<file path="src/rtl/fifo_wr_arbiter.sv">
// Round-robin arbiter sharing one fifo write port between NUM_REQ valid/ready requesters,
// with bounded bursts. Optional per-requester transfer counters under FIFO_ARB_STATS_EN.
module fifo_wr_arbiter #(
   parameter int unsigned NUM_REQ    = 4,
   parameter int unsigned DATA_WIDTH = 32,
   parameter int unsigned MAX_BURST  = 4,
   localparam int unsigned GW        = (NUM_REQ > 1) ? $clog2(NUM_REQ) : 1
) (
   input  logic                          i_clk,
   input  logic                          i_rst_n,
`ifdef FIFO_ARB_STATS_EN
   input  logic                          i_stat_clr,
   output logic [NUM_REQ*16-1:0]         o_stat_xfers,
`endif
   input  logic [NUM_REQ-1:0]            i_req_valid,
   input  logic [NUM_REQ*DATA_WIDTH-1:0] i_req_data,
   output logic [NUM_REQ-1:0]            o_req_ready,
   output logic                          o_fifo_wr_en,
   output logic [DATA_WIDTH-1:0]         o_fifo_data,
   input  logic                          i_fifo_full,
   output logic                          o_grant_valid,
   output logic [GW-1:0]                 o_grant_id
);

   localparam int unsigned BW = $clog2(MAX_BURST + 1);

   typedef enum logic {StIdle, StHold} state_e;

   state_e          state_q, state_d;
   logic [GW-1:0]   grant_id_q, grant_id_d;
   logic [BW-1:0]   burst_cnt_q, burst_cnt_d;
   logic [GW-1:0]   rr_winner;
   logic            sel_valid;
   logic            xfer;
   logic [DATA_WIDTH-1:0] req_data_arr [NUM_REQ];

   for (genvar k = 0; k < NUM_REQ; k++) begin : g_unpack
      assign req_data_arr[k] = i_req_data[k*DATA_WIDTH +: DATA_WIDTH];
   end

   assign sel_valid = i_req_valid[grant_id_q];
   assign xfer      = (state_q == StHold) && sel_valid && !i_fifo_full;

   // Walk offsets from farthest to nearest so the nearest valid requester after the
   // pointer is written last and wins.
   always_comb begin
      rr_winner = grant_id_q;
      for (int i = int'(NUM_REQ); i > 0; i--) begin
         if (i_req_valid[GW'((int'(grant_id_q) + i) % int'(NUM_REQ))]) begin
            rr_winner = GW'((int'(grant_id_q) + i) % int'(NUM_REQ));
         end
      end
   end

   always_comb begin
      state_d      = state_q;
      grant_id_d   = grant_id_q;
      burst_cnt_d  = burst_cnt_q;
      o_req_ready  = '0;
      o_fifo_wr_en = 1'b0;
      o_fifo_data  = '0;
      unique case (state_q)
         StIdle: begin
            if (|i_req_valid) begin
               state_d     = StHold;
               grant_id_d  = rr_winner;
               burst_cnt_d = '0;
            end
         end
         StHold: begin
            o_req_ready[grant_id_q] = !i_fifo_full;
            o_fifo_wr_en            = xfer;
            o_fifo_data             = req_data_arr[grant_id_q];
            if (!sel_valid) begin
               state_d = StIdle;
            end else if (xfer) begin
               if (burst_cnt_q == BW'(MAX_BURST - 1)) begin
                  state_d     = StIdle;
                  burst_cnt_d = '0;
               end else begin
                  burst_cnt_d = burst_cnt_q + 1'b1;
               end
            end
         end
         default: state_d = StIdle;
      endcase
   end

   always_ff @(posedge i_clk or negedge i_rst_n) begin
      if (!i_rst_n) begin
         state_q     <= StIdle;
         grant_id_q  <= GW'(NUM_REQ - 1);
         burst_cnt_q <= '0;
      end else begin
         state_q     <= state_d;
         grant_id_q  <= grant_id_d;
         burst_cnt_q <= burst_cnt_d;
      end
   end

   assign o_grant_valid = (state_q == StHold);
   assign o_grant_id    = grant_id_q;

`ifdef FIFO_ARB_STATS_EN
   logic [15:0] stat_q [NUM_REQ];
   logic [15:0] stat_d [NUM_REQ];

   // Clear wins over increment; counters stick at all-ones.
   always_comb begin
      for (int unsigned k = 0; k < NUM_REQ; k++) begin
         stat_d[k] = stat_q[k];
         if (i_stat_clr) begin
            stat_d[k] = '0;
         end else if (xfer && (grant_id_q == GW'(k)) && (stat_q[k] != 16'hFFFF)) begin
            stat_d[k] = stat_q[k] + 16'd1;
         end
      end
   end

   always_ff @(posedge i_clk or negedge i_rst_n) begin
      if (!i_rst_n) begin
         for (int unsigned k = 0; k < NUM_REQ; k++) begin
            stat_q[k] <= '0;
         end
      end else begin
         for (int unsigned k = 0; k < NUM_REQ; k++) begin
            stat_q[k] <= stat_d[k];
         end
      end
   end

   for (genvar k = 0; k < NUM_REQ; k++) begin : g_stat_out
      assign o_stat_xfers[k*16 +: 16] = stat_q[k];
   end
`endif

endmodule

</file>
<file path="config.mk">
export PLATFORM = sky130hd
export DESIGN_NAME = fifo_wr_arbiter
export DESIGN_NICKNAME = d
export VERILOG_FILES = /design/src/rtl/fifo_wr_arbiter.sv
export SDC_FILE = /design/constraint.sdc
export NUM_CORES = 1
export LEC_CHECK = 0
export ABC_CLOCK_PERIOD_IN_PS = 3000
export BUFFER_PORTS_ARGS = -buffer_cell sky130_fd_sc_hd__buf_2
export CORE_MARGIN = 5
export CORE_UTILIZATION = 35
export DETAILED_ROUTE_END_ITERATION = 8
export GPL_TIMING_DRIVEN = 0
export PLACE_DENSITY = 0.92
export REMOVE_ABC_BUFFERS = 1
export SETUP_SLACK_MARGIN = 0.4
export SLEW_MARGIN = 30
export SYNTH_ARGS = -nofsm -noshare
export SYNTH_HDL_FRONTEND = slang
export SYNTH_SLANG_ARGS = --single-unit
</file>
<file path="constraint.sdc">
create_clock -name i_clk -period 3 [get_ports i_clk]
set_clock_uncertainty 0.05 [all_clocks]
set_input_delay 0.75 -clock i_clk [delete_from_list [all_inputs] [get_ports i_clk]]
set_output_delay 0.75 -clock i_clk [all_outputs]
set_load 0.05 [all_outputs]
</file>
==> results.yml <==
die:
  fp.dieArea_um2: 5910
  num_rows: 24
  die_h_um: 76.9
  ioPinCount: 175
  start_util_pct: 35.9
  core_area_um2: 4350
  die_w_um: 76.9
critical_path:
  rrSetupSlack_ns: 0.61
  path_max_fanout: 8
  cp_data_required_time_ns: 2.20
  critPathCaptureType: "output port"
  worst-r2r-cell-count: 7
  path_class: "flop to output port"
  cp.arrival_ns: 1.99
  cp-start-kind: "flop"
detailed_routing:
  num_vias: 1982
  wl_um: 7730
  drc: 0
  wire_per_inst_um: 21.1
  firstDrtPassIters: 4
  ant_nets: 0
  drtIter0Drc: 92
  vias_per_cell: 5.42
global_route:
  grtUsageTotal_pct: 23.2
  grt_pass1_wl_um: 11000
  antenna_found_initial: 0
  grt_max_degree: 39
  grt_pass1_vias: 2133
  overflow: 0
finish:
  syn2layout_area_growth_pct: 88.0
  multiInputGateArea_um2: 1310
  regArea_um2: 164
  fillers: 330
  diodes: 0
  layout.nets: 455
  layout_common_cells: "buf_2 (138), buf_6 (34), mux4_2 (33), and2_1 (28), and2_4 (9)"
  final_common_cell: "buf_2"
  drive_above_1_share_pct: 76.1
sta:
  period_share_pct: 92.9
  fmax_ghz: 0.359
  setup_viol: 0
  tightest_slew_ns: 0.500
  setup-tns-final_ns: 0
  fin_crit_ns: 2.79
  rsz0062_at_grt: "yes"
  hold_viol_final: 0
  slew_headroom_pct: 66.6
  report.final.slew_viol_count: 0
  finalWorstSetupSlack_ns: 0.213
yosys:
  synthCells: 138
  synth_area_um2: 1570
  yosysTopAreaCellShare_pct: 47.5
  ys_ff_latch: 6
  yosys_warnings: 0
  ys_seq_area_share_pct: 9.75
  yosys.area.top_type: "mux4_2"
  ys_types: 32
  avgSynthCellArea_um2: 11.3
  synth.area.top_cells: "mux4_2 (47%), and2_1 (14%), dfrtp_1 (6.4%)"
cts:
  postCtsHoldBufs: 0
  cts_made_buffers: 3
  ctsRootBufferMaster: "clkbuf_8"
  clk_pin_slew_ns: 0.05
  htree_levels: 1
  clock-sinks: 6
  cts_tree: "done"
  clk_latency_ns: 0.23
  clockBufferDepth: 2
pwr:
  peakVddDrop_uv: 734
  pwr-share-clk_pct: 3.6
  leakagePower_uw: 0.00145
  p_switching_uw: 2000
  powerDensity_nw_per_um2: 1290
  p_int_uw: 1790
  swShare_pct: 52.8
  p_total_uw: 3790
  p_seq_share_pct: 6.9
  combPwrFrac_pct: 89.4
placed_design:
  portBuffers: 174
  place_ws_ns: 0.114
  dp_hpwl_um: 5480
  globalplace.congestion: 0.906
run:
  maxCapViolCount: 0
status:
  status: "completed"
min_path:
  min_path_type: "input port to async pin"
per-stage QoR:
step / cell area (um^2) / hold slack, ns / utilization (%) / instances
4_1_cts: 2680 / 0.293 / 61.5 / 359
6_report: 2940 / 0.290 / 67.6 / 366
2_1_floorplan: 1470 / 0.404 / - / 122
5_1_grt: 2940 / 0.291 / 67.6 / 366
3_5_place_dp: 2400 / 0.446 / 55.2 / 348
3_3_place_gp: 2400 / 0.419 / 55.1 / 348
sequential cells by signal, indices dropped and copies added, names as in the netlist:
register       flops
burst_cnt_q        3
o_grant_valid      1
o_grant_id         2
critical path: stages, from the launching register on:
cell and delay [ns]:
dfstp_4 0.72, clkbuf_16 0.19, mux4_2 0.49, and2_1 0.19, buf_6 0.15
power by group through the flow:
stage	registers (uW)	clock network, uW	logic, uW
2_1_floorplan	434	0	1790
3_3_place_gp	442	0	2300
3_5_place_dp	460	0	2330
4_1_cts	267	133	2940
5_1_grt	278	147	3540
6_report	263	137	3390
kinds of logic after synthesis:
group / after synthesis / share of synthesized area, %
AO/OA/AOI/OAI: 18 / 7.91
adder cells (fa/ha/maj): 5 / 4.00
buffers and inverters: 22 / 7.83
flip-flops: 6 / 9.75
multiplexers: 38 / 50.8
AND/OR/NAND/NOR: 49 / 19.7
cell usage after synthesis (all sizes together):
cell type and n:
o21a 3, inv 6, clkbuf 5, o2111ai 1, nor2b 2, mux2 1, nor3 1, or4 2
and2 37, mux2i 4, a22o 1, mux4 33, buf 11, nand2 1, o21ai 4, nor4 2
a31o 1, nor2 3, dfstp 2, ha 5, a21oi 2, nand3b 1, o2bb2ai 1, o22ai 2
o2111a 1, dfrtp 4, a31oi 2
layout make-up:
| type | instances | share of cell area, % |
|---|---|---|
| Inverter | 6 | 0.765 |
| Timing Repair Buffer | 188 | 45.4 |
| Sequential cell | 6 | 5.57 |
| Multi-Input combinational cell | 110 | 44.5 |
| Clock buffer | 4 | 1.53 |
| Tap cell | 52 | 2.21 |
path summary, 6_finish.rpt:
check,start,end
max in group asynchronous,i_rst_n,o_grant_id[1]
worst min-delay path,i_rst_n,burst_cnt_q[2]
worst max-delay path,o_grant_id[0],o_fifo_data[4]
worst max register to register,o_grant_id[0],o_grant_id[0]
min in group i_clk,burst_cnt_q[2],burst_cnt_q[2]
worst min register to register,burst_cnt_q[2],burst_cnt_q[2]
routing by layer:
layer | part of all wire, % | GRT usage [%] | up-vias
li1 | - | - | 894
met1 | 34 | 25.0 | 951
met2 | 54 | 43.2 | 121
met3 | 9.2 | 5.50 | 16
met4 | 2.6 | 8.57 | 0
met5 | 0 | 0 | -
what timing repair did:
action | CTS | global route
gates resized for setup | 37 | 46
gates cloned | 1 | 3
buffers inserted | 6 | 4
setup endpoints to repair | 39 | 37
Note: power is estimated with default switching activity, not from simulation.
